File: src/rtl/modport_fifo_if.sv
// Byte-stream handshake between a producer/consumer pair and modport_fifo.
// master = the agent driving requests and data; slave = the FIFO itself.
interface modport_fifo_if #(
  parameter int DATA_WIDTH = 8
);
  logic [DATA_WIDTH-1:0] datain;
  logic                  wr_enb;
  logic                  wr_reg;
  logic                  rd_enb;
  logic                  rd_reg;
  logic [DATA_WIDTH-1:0] dataout;
  logic                  full;
  logic                  empty;
  logic                  threshold;
  logic                  over_flow;
  logic                  underflow;

  modport master (
    output datain, wr_enb, wr_reg, rd_enb, rd_reg,
    input  dataout, full, empty, threshold, over_flow, underflow
  );

  modport slave (
    input  datain, wr_enb, wr_reg, rd_enb, rd_reg,
    output dataout, full, empty, threshold, over_flow, underflow
  );
endinterface

File: src/rtl/modport_fifo.sv
// Single-clock FIFO with qualified write/read requests, occupancy flags and
// one-cycle overflow/underflow pulses for rejected requests.
module modport_fifo #(
  parameter int DATA_WIDTH = 8,
  parameter int DEPTH      = 16,
  parameter int THRESH     = 8
) (
  input  logic           clock,
  input  logic           resetn,
  modport_fifo_if.slave  bus
);

  localparam int AW = $clog2(DEPTH);
  localparam int CW = AW + 1;

  logic [DATA_WIDTH-1:0] mem [DEPTH];
  logic [AW-1:0]         wr_ptr;
  logic [AW-1:0]         rd_ptr;
  logic [CW-1:0]         count;
  logic [DATA_WIDTH-1:0] dataout_q;
  logic                  over_flow_q;
  logic                  underflow_q;

  logic wr_req, rd_req;
  logic wr_acc, rd_acc;
  logic full_w, empty_w;

  assign full_w  = (count == CW'(DEPTH));
  assign empty_w = (count == '0);

  assign wr_req = bus.wr_enb & bus.wr_reg;
  assign rd_req = bus.rd_enb & bus.rd_reg;
  // Acceptance uses pre-edge flags, so full+both reads and empty+both writes.
  assign wr_acc = wr_req & ~full_w;
  assign rd_acc = rd_req & ~empty_w;

  always_ff @(posedge clock) begin
    if (!resetn) begin
      wr_ptr      <= '0;
      rd_ptr      <= '0;
      count       <= '0;
      dataout_q   <= '0;
      over_flow_q <= 1'b0;
      underflow_q <= 1'b0;
    end else begin
      over_flow_q <= wr_req & full_w;
      underflow_q <= rd_req & empty_w;
      if (wr_acc) wr_ptr <= wr_ptr + AW'(1);
      if (rd_acc) begin
        rd_ptr    <= rd_ptr + AW'(1);
        dataout_q <= mem[rd_ptr];
      end
      case ({wr_acc, rd_acc})
        2'b10:   count <= count + CW'(1);
        2'b01:   count <= count - CW'(1);
        default: count <= count;
      endcase
    end
  end

  // Storage is not reset; a write coinciding with reset is simply dropped.
  always_ff @(posedge clock) begin
    if (resetn && wr_acc) mem[wr_ptr] <= bus.datain;
  end

  assign bus.dataout   = dataout_q;
  assign bus.full      = full_w;
  assign bus.empty     = empty_w;
  assign bus.threshold = (count >= CW'(THRESH));
  assign bus.over_flow = over_flow_q;
  assign bus.underflow = underflow_q;

endmodule

File: src/flat_wrapper.sv
// flat-port wrapper written by rule: the top's interface ports become plain ports
module modport_fifo_flat 
#(
  parameter int DATA_WIDTH = 8,
  parameter int DEPTH      = 16,
  parameter int THRESH     = 8
)
  (clock, resetn, bus_datain, bus_wr_enb, bus_wr_reg, bus_rd_enb, bus_rd_reg, bus_dataout, bus_full, bus_empty, bus_threshold, bus_over_flow, bus_underflow);
  modport_fifo_if #(.DATA_WIDTH(DATA_WIDTH)) bus_i ();
  input  logic clock;
  input  logic resetn;
  input wire logic [$bits(bus_i.datain)-1:0] bus_datain;
  input wire logic [$bits(bus_i.wr_enb)-1:0] bus_wr_enb;
  input wire logic [$bits(bus_i.wr_reg)-1:0] bus_wr_reg;
  input wire logic [$bits(bus_i.rd_enb)-1:0] bus_rd_enb;
  input wire logic [$bits(bus_i.rd_reg)-1:0] bus_rd_reg;
  output wire logic [$bits(bus_i.dataout)-1:0] bus_dataout;
  output wire logic [$bits(bus_i.full)-1:0] bus_full;
  output wire logic [$bits(bus_i.empty)-1:0] bus_empty;
  output wire logic [$bits(bus_i.threshold)-1:0] bus_threshold;
  output wire logic [$bits(bus_i.over_flow)-1:0] bus_over_flow;
  output wire logic [$bits(bus_i.underflow)-1:0] bus_underflow;
  assign bus_i.datain = bus_datain;
  assign bus_i.wr_enb = bus_wr_enb;
  assign bus_i.wr_reg = bus_wr_reg;
  assign bus_i.rd_enb = bus_rd_enb;
  assign bus_i.rd_reg = bus_rd_reg;
  assign bus_dataout = bus_i.dataout;
  assign bus_full = bus_i.full;
  assign bus_empty = bus_i.empty;
  assign bus_threshold = bus_i.threshold;
  assign bus_over_flow = bus_i.over_flow;
  assign bus_underflow = bus_i.underflow;
  modport_fifo #(.DATA_WIDTH(DATA_WIDTH), .DEPTH(DEPTH), .THRESH(THRESH)) u_core (.clock(clock), .resetn(resetn), .bus(bus_i));
endmodule
File: config.mk
export PLATFORM = sky130hd
export DESIGN_NAME = modport_fifo_flat
export DESIGN_NICKNAME = d
export VERILOG_FILES = /design/src/rtl/modport_fifo_if.sv /design/src/rtl/modport_fifo.sv /design/src/flat_wrapper.sv
export SDC_FILE = /design/constraint.sdc
export NUM_CORES = 1
export LEC_CHECK = 0
export BUFFER_PORTS_ARGS = -buffer_cell sky130_fd_sc_hd__buf_2
export CORE_ASPECT_RATIO = 1.75
export CORE_MARGIN = 2
export CORE_UTILIZATION = 45
export CTS_BUF_LIST = sky130_fd_sc_hd__clkbuf_8
export DETAILED_ROUTE_END_ITERATION = 6
export PLACE_DENSITY = 0.57
export SLEW_MARGIN = 20
export SYNTH_ARGS = -nofsm -noshare
export SYNTH_HDL_FRONTEND = slang
export SYNTH_SLANG_ARGS = --single-unit
File: constraint.sdc
create_clock -name clock -period 5.1 [get_ports clock]
set_input_delay 0.765 -clock clock [delete_from_list [all_inputs] [get_ports clock]]
set_output_delay 0.765 -clock clock [all_outputs]
set_load 0.03 [all_outputs]
==> key figures, run 1 <==
Logic synthesis
  • Number of synthesized flops with an enable pin: 128
  • Syn Inst Count: 382
  • Post-synthesis xor/xnor area fraction: 1.28%
  • Top-count cell post-synth: edfxtp_1
  • Syn_area_per_cell: 16.2 um2
  • Post-synthesis mux area share: 12.9%
  • Area contributors post-synth: edfxtp_1 (62%), dfxtp_1 (7.5%), mux4_1 (6.0%), mux2i_1 (4.7%), mux4_2 (2.2%)
  • Syn_nets: 404
  • Top FF cell, synth: edfxtp_1
  • Adder-Cell Fraction of Synth Area: 1.62%
  • Largest family of logic cells by synthesized area: multiplexers
  • Post-synth ARST share: 0%
  • Mapped Area: 6170 um2
  • Synthesized flop and latch total: 151
  • Register area share after synthesis: 69.7%
  • Yosys warnings: 0
  • Commonest cells post-synth: edfxtp_1 (128), nor2_1 (32), mux2i_1 (29)
  • Synth area leader: edfxtp_1
  • Area share of and/or/nand/nor cells after synthesis: 6.55%
  • Top-area cell type share of the netlist area: 62.3%
  • Post-synth cell types: 37
  • Compound-Gate Fraction of Synth Area: 5.33%

Timing
  • Final hold violation count: 0
  • Actual slew at the worst max-slew pin: 0.874 ns
  • Final Skew: 0.0143 ns
  • Slew headroom: 41.5%
  • Final setup violation count: 0
  • Fin crit share: 61.8%
  • Setup TNS: 0 ns
  • RSZ-0062 raised after global routing: false
  • FMAX: 0.318 GHz
  • Tmin final: 3.15 ns
  • Fin. max-slew vios: 0
  • Final WS setup: 1.95 ns

Pwr
  • Worst VDD drop: 153 uV
  • Cell internal pwr: 1900 uW
  • Clk pwr share: 36.9%
  • Lkg Pwr: 0.00224 uW
  • PD cells: 359 nW/um2
  • Sequential Power Share: 55.9%
  • Combinational Power Share: 7.1%
  • NetSw: 559 uW
  • Sw Share: 22.8%

Detailed routing
  • WL met3: 390 um
  • Total Wirelength: 12,400 um
  • Vias/cell: 5.51
  • Residual DRC: 0
  • Antenna Nets Post-Route: 0
  • Top layer in use: met4
  • Router iterations before antenna repair: 4
  • Drt wl/cell: 20.7 um
  • Iteration-0 DRC Markers: 221
  • Vias: 3,295
  • WL met1: 5080 um
  • Met2 Wirelength: 6540 um

Clocking
  • CTS tree: yes
  • Max Buffers Root-to-Sink: 2
  • CTS resizes: 0
  • TritonCTS buffer count: 17
  • Hold buffers post-CTS: 0
  • Post-CTS Setup Bufs: 0
  • Worst-Skew Late Latency: 0.43 ns
  • Reg clk slew, reported paths: 0.08 ns
  • CTS Sinks: 151
  • H-tree depth: 4
  • CTS Root Cell: clkbuf_8

Floorplan
  • Die W: 92.5 um
  • Core area: 13,400 um2
  • Initial Util: 46.1%
  • FP Rows: 56
  • Die Height: 159 um
  • Die ar.: 14,700 um2
  • Io pins: 27

Layout
  • Area grow syn2layout: 10.7%
  • Finished Layout Cells: 598
  • Antenna Cells: 0
  • Post-Layout Inst Area: 6830 um2
  • Final #Nets: 433
  • Fraction of layout cells with a size suffix above 1: 17.0%

Placed design
  • RePlAce Congestion: 0.785
  • Port bufs: 26
  • Hpwl dp: 8420 um
  • Dpl cell area: 6430 um2
  • Placed instance count: 566
  • Pre-CTS setup slack: 1.75 ns

Run
  • Number of max-cap violations: 0

Global route
  • GRT Overall Usage: 18.1%
  • Vias in the first global route: 3,384
  • Initial antenna violation count: 0
  • Largest net degree at the start of global routing: 26
  • Gr ovfl total: 0
  • First-pass GRT wire length: 19,400 um

Setup path
  • Crit. End Element: register
  • CP arrival: 3.51 ns
  • Worst-path fanout max: 20
  • Setup CP Type: register to register
  • Critical Path RT: 5.46 ns
  • CP startpoint kind: register

Run status
  • Status: complete, no violations

Min path
  • Min-delay worst type: register to register
cells by family after synthesis:
family,count (synthesis)
adder cells (fa/ha/maj),8
AO/OA/AOI/OAI,53
flip-flops,151
multiplexers,49
XOR/XNOR,9
buffers and inverters,30
AND/OR/NAND/NOR,82
worst paths after layout:
path,start,to,slack [ns],depth (start not counted)
setup / recovery,u_core.count[2]$_SDFFE_PN0P_,u_core.count[4]$_SDFFE_PN0P_,1.95,9
setup reg to reg,u_core.count[2]$_SDFFE_PN0P_,u_core.count[4]$_SDFFE_PN0P_,1.95,9
hold reg to reg,u_core.bus.dataout[6]$_SDFFE_PN0P_,u_core.bus.dataout[6]$_SDFFE_PN0P_,0.55,2
hold / removal,u_core.bus.dataout[6]$_SDFFE_PN0P_,u_core.bus.dataout[6]$_SDFFE_PN0P_,0.55,2
power by group through the flow:
stage / logic (uW) / registers (uW) / clock network [uW]
after floorplan: 116 / 1400 / 0
after global placement: 173 / 1400 / 0
after detailed placement: 177 / 1400 / 0
after CTS: 178 / 1370 / 927
after global routing: 192 / 1380 / 983
final: 175 / 1370 / 907
final cells by class:
| type | instances | area [um2] |
|---|---|---|
| flip-flops and latches | 151 | 4310 |
| clock buffers | 17 | 234 |
| multi-input cells | 201 | 1710 |
| inverters | 8 | 30.0 |
| clock inverters | 15 | 165 |
| well taps | 174 | 218 |
| repair buffers | 32 | 175 |
| fillers | 1143 | 6550 |
sequential cells by signal, indices dropped and copies added, names as in the netlist:
name,flops
u_core.wr_ptr,4
u_core.bus.dataout,8
u_core.mem,128
u_core.rd_ptr,4
u_core.bus.over_flow,1
u_core.bus.underflow,1
u_core.count,5
per-stage QoR:
step | power (uW) | utilization, % | hold WS (ns)
after floorplan | 1520 | - | 0.514
after global routing | 2550 | 51.1 | 0.589
after global placement | 1570 | 48.1 | 0.523
after CTS | 2480 | 51.1 | 0.547
after detailed placement | 1580 | 48.1 | 0.531
final | 2450 | 51.1 | 0.547
critical path, stage by stage, from the launching register on:
cell and delay, ns:
dfxtp_1 0.56, nor4_4 0.14, a21oi_2 0.66, ha_1 0.46, xor2_1 0.19, ha_1 0.16, a21oi_1 0.07, or3_1 0.37
a31oi_1 0.24, mux2i_1 0.20
routing by layer:
metal | vias to the layer above | track usage, %
met2 | 68 | 30.2
met4 | 0 | 8.21
li1 | 1546 | -
met3 | 18 | 3.74
met1 | 1663 | 22.4
met5 | - | 0
cells in the final DEF, fill, tap and decap left out, types with 7 or more instances in the layout:
cell      Yosys  layout
edfxtp_1    128     128
ha_1          8       8
mux4_1       14      14
clkbuf_8      0      17
o21ai_0      10      10
mux2i_1      29      29
nand2_1      15      15
dfxtp_1      23      22
buf_2         7      26
inv_1         8      12
o22ai_1      12      12
nor2_1       32      32
a21oi_1      11      11
and3_1        7       7
a31oi_1       7       7
No activity file was read; power rests on OpenSTA's default activity.
==> run 2: changes to the inputs <==
Clock period 5.1 ns to 2.95 ns, I/O delays scaled along.
==> key figures, run 2 (synthesis results as in run 1) <==
Run status
  • Status: complete, no violations

Global route
  • Largest net degree at the start of global routing: 31 (+19%)
  • Initial antenna violation count: 0 (unchanged)
  • Gr ovfl total: 0 (unchanged)
  • Vias in the first global route: 3,478 (+2.8%)
  • First-pass GRT wire length: 19,700 um (+1.7%)
  • GRT Overall Usage: 18.3% (+0.28 points)

Min path
  • Hold-critical path depth: 3 (+1)
  • Min-delay worst type: input pin to register

Timing
  • Final Skew: 0.0113 ns (-0.00301 ns)
  • RSZ-0062 raised after global routing: false
  • Fin. max-slew vios: 0 (unchanged)
  • Slew headroom: 55.8% (+14 points)
  • Actual slew at the worst max-slew pin: 0.660 ns (-0.214 ns)
  • Final hold violation count: 0 (unchanged)
  • Setup TNS: 0 ns (unchanged)
  • Final setup violation count: 0 (unchanged)
  • FMAX: 0.388 GHz (+22%)
  • Fin crit share: 87.3% (+26 points)
  • Tmin final: 2.57 ns (-0.575 ns)

Pwr
  • Power Total: 4250 uW (+73%)
  • Worst VDD drop: 295 uV (+93%)
  • PD cells: 610 nW/um2 (+70%)
  • Lkg Pwr: 0.00232 uW (+3.3%)

Layout
  • Post-Route Utilization: 52.0% (+0.97 points)
  • Storage cell area: 4310 um2 (unchanged)
  • Area occupied by multi-input gates: 1710 um2 (unchanged)
  • Max reg flops: 128 (unchanged)
  • Final #Nets: 449 (+3.7%)
  • Antenna Cells: 0 (unchanged)
  • Area grow syn2layout: 12.8%
  • Most frequent cells in the layout: edfxtp_1 (128), nor2_1 (32), mux2i_1 (29)
  • Fillers: 1,120 (-2.0%)
  • Fraction of layout cells with a size suffix above 1: 19.8% (+2.8 points)
  • Most common cell after layout, fill and taps aside: edfxtp_1
  • Post-Layout Inst Area: 6960 um2 (+1.9%)
  • Biggest register: u_core.mem

Clocking
  • CTS tree: yes
  • Hold buffers post-CTS: 0 (unchanged)
  • TritonCTS buffer count: 17 (unchanged)
  • Reg clk slew, reported paths: 0.08 ns (about the same)
  • CTS Sinks: 151 (unchanged)
  • Max Buffers Root-to-Sink: 2 (unchanged)
  • CTS resizes: 0 (unchanged)
  • H-tree depth: 4 (unchanged)
  • Post-CTS Setup Bufs: 0 (unchanged)
  • Worst-Skew Late Latency: 0.43 ns (about the same)
  • CTS Root Cell: clkbuf_8

Floorplan
  • FP Rows: 56 (unchanged)
  • Die ar.: 14,700 um2 (unchanged)
  • Initial Util: 46.1% (unchanged)
  • Io pins: 27 (unchanged)
  • Core area: 13,400 um2 (unchanged)
  • Die W: 92.5 um (unchanged)
  • Die Height: 159 um (unchanged)

Detailed routing
  • Total Wirelength: 12,700 um (+3.0%)
  • Drt wl/cell: 20.7 um (+0.31%)
  • Vias/cell: 5.43 (-1.4%)
  • Router iterations before antenna repair: 4 (unchanged)
  • Antenna Nets Post-Route: 0 (unchanged)
  • Vias: 3,336 (+1.2%)
  • Residual DRC: 0 (unchanged)
  • Iteration-0 DRC Markers: 221 (unchanged)

Setup path
  • Setup CP Type: register to register
  • R2r setup slk: 0.38 ns (-1.58 ns)
  • Critical Path RT: 3.31 ns (-2.15 ns)
  • RR Endpoint: u_core.count[4]$_SDFFE_PN0P_
  • Worst-path fanout max: 7 (-65%)
  • Crit path from: u_core.count[1]$_SDFFE_PN0P_
  • CP arrival: 2.93 ns (-0.58 ns)
  • Critical Path Sink: u_core.count[4]$_SDFFE_PN0P_
  • Reg2Reg Depth: 10 (+1)
  • Crit. End Element: register
  • CP startpoint kind: register
  • FF-to-FF Start: u_core.count[1]$_SDFFE_PN0P_

Run
  • Number of max-cap violations: 0 (unchanged)

Placed design
  • Hpwl dp: 8310 um (-1.4%)
  • Dpl cell area: 6560 um2 (+1.9%)
  • RePlAce Congestion: 0.782 (-0.39%)
  • Port bufs: 26 (unchanged)
-- run 2: cell types whose count changed in the layout (fill, tap and decap cells not counted), sizes merged --
cell	previous run	this run
buf	32	48
clkinv	5	6
clkinvlp	2	3
inv	13	11
-- run 2: power breakdown --
group | switching (uW) | internal [uW]
clock network | 740 | 824
registers | 26.9 | 2340
logic | 196 | 123
-- run 2: critical path: stages, from the launching register on --
cell and delay [ns]:
dfxtp_1 0.40, nor4_4 0.43, a21oi_1 0.20, inv_1 0.11, ha_1 0.18, xor2_1 0.15
ha_1 0.16, a21oi_1 0.07, or3_1 0.36, a31oi_1 0.23, mux2i_1 0.20
-- run 2: layer usage --
layer	share of wire, %	GRT usage (%)
met2	53	32.1
met3	3.3	4.35
met1	42	22.3
met4	1.9	5.63
met5	0	0
-- run 2: metrics by stage --
step | worst slack, ns | cells | hold slack (ns)
after floorplan | 0.211 | 382 | 0.514
after global placement | 0.322 | 581 | 0.524
after detailed placement | 0.277 | 581 | 0.526
after CTS | 0.228 | 613 | 0.258
after global routing | 0.0999 | 614 | 0.260
final | 0.375 | 614 | 0.281
-- run 2: area by class of cell --
| type | count | share of cell area (%) |
|---|---|---|
| well taps | 174 | 3.13 |
| clock inverters | 15 | 2.34 |
| flip-flops and latches | 151 | 61.8 |
| repair buffers | 48 | 4.42 |
| inverters | 8 | 0.431 |
| multi-input cells | 201 | 24.5 |
| clock buffers | 17 | 3.36 |
-- run 2: worst min path at each step --
stage,start,endpoint,slack [ns]
CTS,bus_wr_reg,u_core.bus.over_flow$_SDFF_PN0_,0.26
detailed placement,u_core.bus.dataout[6]$_SDFFE_PN0P_,u_core.bus.dataout[6]$_SDFFE_PN0P_,0.53
global route,bus_wr_reg,u_core.bus.over_flow$_SDFF_PN0_,0.26
floorplan,u_core.count[3]$_SDFFE_PN0P_,u_core.count[3]$_SDFFE_PN0P_,0.51
global placement,u_core.bus.dataout[6]$_SDFFE_PN0P_,u_core.bus.dataout[6]$_SDFFE_PN0P_,0.52
finish,bus_wr_reg,u_core.bus.over_flow$_SDFF_PN0_,0.28
